`src/rtl/vmicro16_reset_seq.sv`:
```
// vmicro16_reset_seq
// Reset sequencer for multi-core vmicro16 SoC builds. The external pin reset
// is synchronised, every domain is held for HOLD_CYCLES, then the peripheral
// domain and each core are released in order, STAGGER cycles apart.
// A system soft reset restarts the whole sequence. Per-core soft resets hold
// one core for HOLD_CYCLES while the rest of the SoC keeps running.
// rst_cause records what started the most recent full sequence.
//
// Request signalling: soft_req and core_rst_req are level inputs sampled on
// every rising clk edge; there is no handshake or acknowledge. A request held
// high is simply seen again on every edge it stays high.
//
// All outputs come straight from flops. The only input-to-output path is the
// asynchronous assertion of the pin reset.
//
// fsm_state is a debug view of the sequencer state:
//   0 = ASSERT, 1 = RELEASE, 2 = RUN.
module vmicro16_reset_seq #(
    parameter int N_CORES     = 2,
    parameter int HOLD_CYCLES = 4,
    parameter int STAGGER     = 2,
    parameter int SYNC_STAGES = 2
) (
    input  logic               clk,
    input  logic               reset,
    input  logic               soft_req,
    input  logic [N_CORES-1:0] core_rst_req,
    output logic               periph_reset,
    output logic [N_CORES-1:0] core_reset,
    output logic               ready,
    output logic [1:0]         rst_cause,
    output logic [1:0]         fsm_state
);

    // The main counter covers both the hold phase and the full release span.
    localparam int REL_SPAN = N_CORES * STAGGER;
    localparam int CNT_MAX  = (HOLD_CYCLES > REL_SPAN) ? HOLD_CYCLES : REL_SPAN;
    localparam int CW       = $clog2(CNT_MAX + 1);
    localparam int PW       = $clog2(HOLD_CYCLES + 1);

    localparam logic [CW-1:0] HOLD_LAST = CW'(HOLD_CYCLES - 1);
    localparam logic [CW-1:0] REL_LAST  = CW'(REL_SPAN - 1);
    localparam logic [PW-1:0] PCNT_LOAD = PW'(HOLD_CYCLES);
    localparam logic [PW-1:0] PCNT_ONE  = PW'(1);

    localparam logic [1:0] CAUSE_PIN  = 2'b01;
    localparam logic [1:0] CAUSE_SOFT = 2'b10;

    typedef enum logic [1:0] {
        ST_ASSERT  = 2'd0,
        ST_RELEASE = 2'd1,
        ST_RUN     = 2'd2
    } state_t;

    // Synchroniser: all ones while the pin is low, then zeros shift through.
    logic [SYNC_STAGES-1:0] sync_q;
    logic                   rst_s;

    // Current register state.
    state_t                      state_q;
    logic [CW-1:0]               cnt_q;
    logic                        periph_q;
    logic [N_CORES-1:0]          core_q;
    logic                        ready_q;
    logic [1:0]                  cause_q;
    logic [N_CORES-1:0][PW-1:0]  pcnt_q;

    // Next-state values.
    state_t                      state_d;
    logic [CW-1:0]               cnt_d;
    logic                        periph_d;
    logic [N_CORES-1:0]          core_d;
    logic                        ready_d;
    logic [1:0]                  cause_d;
    logic [N_CORES-1:0][PW-1:0]  pcnt_d;

    // Reset synchroniser: assertion is immediate, release takes SYNC_STAGES edges.
    always_ff @(posedge clk or negedge reset) begin
        if (!reset) begin
            sync_q <= '1;
        end else begin
            sync_q <= {sync_q[SYNC_STAGES-2:0], 1'b0};
        end
    end

    assign rst_s = sync_q[SYNC_STAGES-1];

    // Next-state and output logic for the sequencer.
    always_comb begin
        state_d  = state_q;
        cnt_d    = cnt_q;
        periph_d = periph_q;
        core_d   = core_q;
        ready_d  = ready_q;
        cause_d  = cause_q;
        pcnt_d   = pcnt_q;

        // Nothing advances until the synchronised reset has been released.
        if (!rst_s) begin
            if (soft_req) begin
                // Soft reset outranks everything, including per-core requests.
                state_d  = ST_ASSERT;
                cnt_d    = '0;
                periph_d = 1'b1;
                core_d   = '1;
                ready_d  = 1'b0;
                cause_d  = CAUSE_SOFT;
                pcnt_d   = '0;
            end else begin
                case (state_q)
                    ST_ASSERT: begin
                        if (cnt_q == HOLD_LAST) begin
                            periph_d = 1'b0;
                            state_d  = ST_RELEASE;
                            cnt_d    = '0;
                        end else begin
                            cnt_d = cnt_q + 1'b1;
                        end
                    end

                    ST_RELEASE: begin
                        cnt_d = cnt_q + 1'b1;
                        // Core i drops (i+1)*STAGGER edges after the peripheral domain.
                        for (int i = 0; i < N_CORES; i++) begin
                            if (cnt_q == CW'((i + 1) * STAGGER - 1)) begin
                                core_d[i] = 1'b0;
                            end
                        end
                        if (cnt_q == REL_LAST) begin
                            ready_d = 1'b1;
                            state_d = ST_RUN;
                            cnt_d   = '0;
                        end
                    end

                    ST_RUN: begin
                        // Per-core holds: a request (re)loads the counter, the
                        // core drops on the edge the counter would reach zero.
                        for (int i = 0; i < N_CORES; i++) begin
                            if (core_rst_req[i]) begin
                                core_d[i] = 1'b1;
                                pcnt_d[i] = PCNT_LOAD;
                            end else if (pcnt_q[i] == PCNT_ONE) begin
                                core_d[i] = 1'b0;
                                pcnt_d[i] = '0;
                            end else if (pcnt_q[i] != '0) begin
                                pcnt_d[i] = pcnt_q[i] - 1'b1;
                            end
                        end
                    end

                    default: begin
                        state_d = ST_ASSERT;
                        cnt_d   = '0;
                    end
                endcase
            end
        end
    end

    // Sequencer registers; the pin reset returns everything to the power-on state.
    always_ff @(posedge clk or negedge reset) begin
        if (!reset) begin
            state_q  <= ST_ASSERT;
            cnt_q    <= '0;
            periph_q <= 1'b1;
            core_q   <= '1;
            ready_q  <= 1'b0;
            cause_q  <= CAUSE_PIN;
            pcnt_q   <= '0;
        end else begin
            state_q  <= state_d;
            cnt_q    <= cnt_d;
            periph_q <= periph_d;
            core_q   <= core_d;
            ready_q  <= ready_d;
            cause_q  <= cause_d;
            pcnt_q   <= pcnt_d;
        end
    end

    assign periph_reset = periph_q;
    assign core_reset   = core_q;
    assign ready        = ready_q;
    assign rst_cause    = cause_q;
    assign fsm_state    = state_q;

endmodule

```
`config.mk`:
```
export PLATFORM = sky130hd
export DESIGN_NAME = vmicro16_reset_seq
export DESIGN_NICKNAME = d
export VERILOG_FILES = /design/src/rtl/vmicro16_reset_seq.sv
export SDC_FILE = /design/constraint.sdc
export NUM_CORES = 1
export LEC_CHECK = 0
export CAP_MARGIN = 20
export CORE_UTILIZATION = 48
export DETAILED_ROUTE_END_ITERATION = 8
export PLACE_DENSITY = 0.71
export SLEW_MARGIN = 20
export SYNTH_ARGS = -nofsm -noshare
export SYNTH_HDL_FRONTEND = slang
export SYNTH_SLANG_ARGS = --single-unit
```
`constraint.sdc`:
```
create_clock -name clk -period 1.6 [get_ports clk]
set_input_delay 0.16 -clock clk [delete_from_list [all_inputs] [get_ports clk]]
set_output_delay 0.16 -clock clk [all_outputs]
set_load 0.1 [all_outputs]
```
==> metrics.md <==
| Metric | Value |
|---|---|
| Status | finished, final reports clean |
| H-tree lvl count | 1 |
| Net count, final | 148 |
| Overall power | 0.00212 W |
| GP Congestion | 0.793 |
| Num CTS Buffers | 3 |
| Ys async rst share | 100% |
| Slew Viols, Final | 0 |
| Initial Util | 51.8% |
| Clock Pin Slew Worst Setup and Hold Paths | 110 ps |
| Placed cell areas | 1340 um2 |
| Global-route wire length before repair | 3420 um |
| Sw frac | 43.3% |
| Final Hold Violating Endpoints | 0 |
| Core ar. | 2000 um2 |
| DP Worst Slack | -56.3 ps |
| Commonest cells in the netlist | dfrtp_1, inv_1, nor2_1, ha_1, nand2_1 |
| Syn Std Cell Area | 1040 um2 |
| Yosys reg bits | 19 |
| TNS Setup | 0 ps |
| Final instance area | 1430 um2 |
| EDFF count, synth | 0 |
| Sequential Power Share | 35.4% |
| Sequential area share after synthesis | 46.6% |
| Final HPWL DP | 1520 um |
| Max Cap Viol | 0 |
| DRT iter0 DRCs | 12 |
| Crit path cell chain | ha_1 -> inv_1 -> or3_1 -> o31a_1 -> a31oi_1 |
| CTS tree | yes |
| Initial antenna violation count | 0 |
| Avg Inst Size Synth | 9.87 um2 |
| Die footprint | 2350 um2 |
| CP bufs+invs | 1 |
| Vias per std cell | 5.14 |
| Synth top area share | 31.4% |
| Vias in the first global route | 807 |
| Largest net degree at the start of global routing | 20 |
| DRT Wirelength | 2070 um |
| Layout cells sized above 1 | 29.1% |
| Power share of the combinational group | 53.1% |
| Setup Skew | 0.330 ps |
| Syn nets | 118 |
| Pwr dens | 1480 nW/um2 |
| IO buf count | 12 |
| Detail Route Antenna Nets | 0 |
| Largest cells by area after synthesis | dfrtp_1, dfstp_2, ha_1, inv_1, nor2_1 |
| Post-synth cell types | 36 |
| Synth Instances | 105 |
| Die X-Extent | 48.5 um |
| Fmax | 660 MHz |
| Post-synth top area cell | dfrtp_1 |
| CP Class | reg2reg |
| Post-synth top flop | dfrtp_1 |
| Die Height | 48.5 um |
| Setup crit start kind | flip-flop |
| Critical path data arrival time | 1740 ps |
| Clock latency on the worst-skew pair | 290 ps |
| Grt ovf | 0 |
| Setup violations, final | 0 |
| Cell with the most instances after synthesis | dfrtp_1 |
| Root buf cell | clkbuf_4 |
| Crit Path Max Fanout | 4 |
| Row count | 16 |
| Per-cell routed wire length | 12.9 um |
| IO Count | 13 |
| PnR worst setup slack | 83.7 ps |
| Net switching power | 0.000919 W |
| Clock Path Buffers | 2 |
| Layout fillers | 155 |
| CP endpoint kind | flip-flop |
| Worst Hold Class | in2async |
| GRT Util Overall | 19.0% |
| VDD IR max | 956 uV |
| Yosys Warn Count | 0 |
| Clock Power Share | 11.5% |
| Crit-path max cell delay | 440 ps |
| DRT Pass-1 Iters | 4 |
| DR DRC count | 0 |
| Worst EP required | 1820 ps |
| Synthesis-to-layout area growth | 38.0% |
| P_int | 0.00120 W |
| Fin Hold WS | 186 ps |
| Via count | 828 |
| Critical path's top delay family | simple AND/OR/NAND/NOR gates |
| Ant. Diodes | 0 |
| Clock Sinks | 19 |
| Min cycle time layout | 1520 ps |
| Crit path max-delay cell type | or3_1 |
| Final Cycle Share | 94.8% |
| Leak | 0.639 nW |
## power groups by stage
stage | clock network [W] | logic [W] | registers, W
floorplan | 0 | 0.000391 | 0.00105
global placement | 0 | 0.00103 | 0.000754
detailed placement | 0 | 0.00105 | 0.000762
CTS | 0.000262 | 0.00106 | 0.000754
global route | 0.000277 | 0.00122 | 0.000766
finish | 0.000244 | 0.00113 | 0.000751
## cell usage in the layout (no fill, tap or decap), drive strengths merged, types with 2 or more instances in the layout
cell type / n
a21oi: 3
a22o: 2
a31oi: 2
buf: 22
clkbuf: 3
clkdlybuf4s50: 4
dfrtp: 13
dfstp: 6
ha: 8
inv: 12
mux2: 2
mux2i: 2
nand2: 7
nand2b: 4
nor2: 11
nor2b: 3
nor3b: 2
o21ai: 6
o31ai: 5
## routing by layer
metal  wire length (um)  share of wire [%]  vias up  global-route usage (%)
met2               1030                 49       10                    33.6
met5                  0                  0        -                       0
met4                 14               0.68        0                    2.94
li1                   -                  -      420                       -
met1                976                 47      396                    23.2
met3                 55                2.7        2                    5.66
## final cells by class
| type | count | area [um2] | area share, % |
|---|---|---|---|
| Timing Repair Buffer | 26 | 305 | 21.3 |
| Multi-Input combinational cell | 73 | 526 | 36.7 |
| Clock buffer | 3 | 22.5 | 1.57 |
| Clock inverter | 1 | 7.51 | 0.525 |
| Tap cell | 27 | 33.8 | 2.36 |
| Sequential cell | 19 | 490 | 34.3 |
| Inverter | 12 | 45.0 | 3.15 |
## flip-flops by register name (all words and copies together), names as in the netlist
| signal | flops |
|---|---|
| rst_cause | 2 |
| sync_q | 2 |
| ready | 1 |
| cnt_q | 3 |
| fsm_state | 2 |
| pcnt_q | 6 |
| core_reset | 2 |
| periph_reset | 1 |
## timing repair
item	in CTS	in global routing
buffers inserted	0	5
endpoints found under the hold margin	0	0
hold buffers	0	0
setup endpoints to repair	0	3
resized for setup	0	4
## worst register-to-register path, cell delays in order, from the launching register on
cell     delay, ps
dfrtp_1        410
ha_1           160
inv_1           50
or3_1          440
o31a_1         250
a31oi_1        130
## cells by family after synthesis
family          count (synthesis)  share of synthesized area [%]
simple gates                   34                           16.7
compound gates                 26                           17.8
flops                          19                           46.6
buf+inv                        13                           4.83
fa+ha+maj                       8                           9.66
mux                             4                           4.11
other cells                     1                          0.362
## path summary, 6_finish.rpt
path	start	endpoint	slack [ps]	cells past startpoint
setup / recovery	cnt_q[0]$_DFFE_PN0P_	fsm_state[0]$_DFFE_PN0P_	80	5
hold / removal	reset	pcnt_q[3]$_DFFE_PN0P_	190	2
setup reg to reg	cnt_q[0]$_DFFE_PN0P_	fsm_state[0]$_DFFE_PN0P_	80	5
hold reg to reg	sync_q[0]$_DFF_PN1_	sync_q[1]$_DFF_PN1_	360	0
max in group asynchronous	reset	periph_reset$_DFFE_PN1P_	1150	2
min in group clk	sync_q[0]$_DFF_PN1_	sync_q[1]$_DFF_PN1_	360	0
## through the flow
stage                     util (%)  instances
final                         71.4        161
after global placement        66.9        152
after detailed placement      66.9        152
after global routing          71.4        161
after CTS                     68.4        156
after floorplan                  -        105
Note: power is estimated with default switching activity, not from simulation.
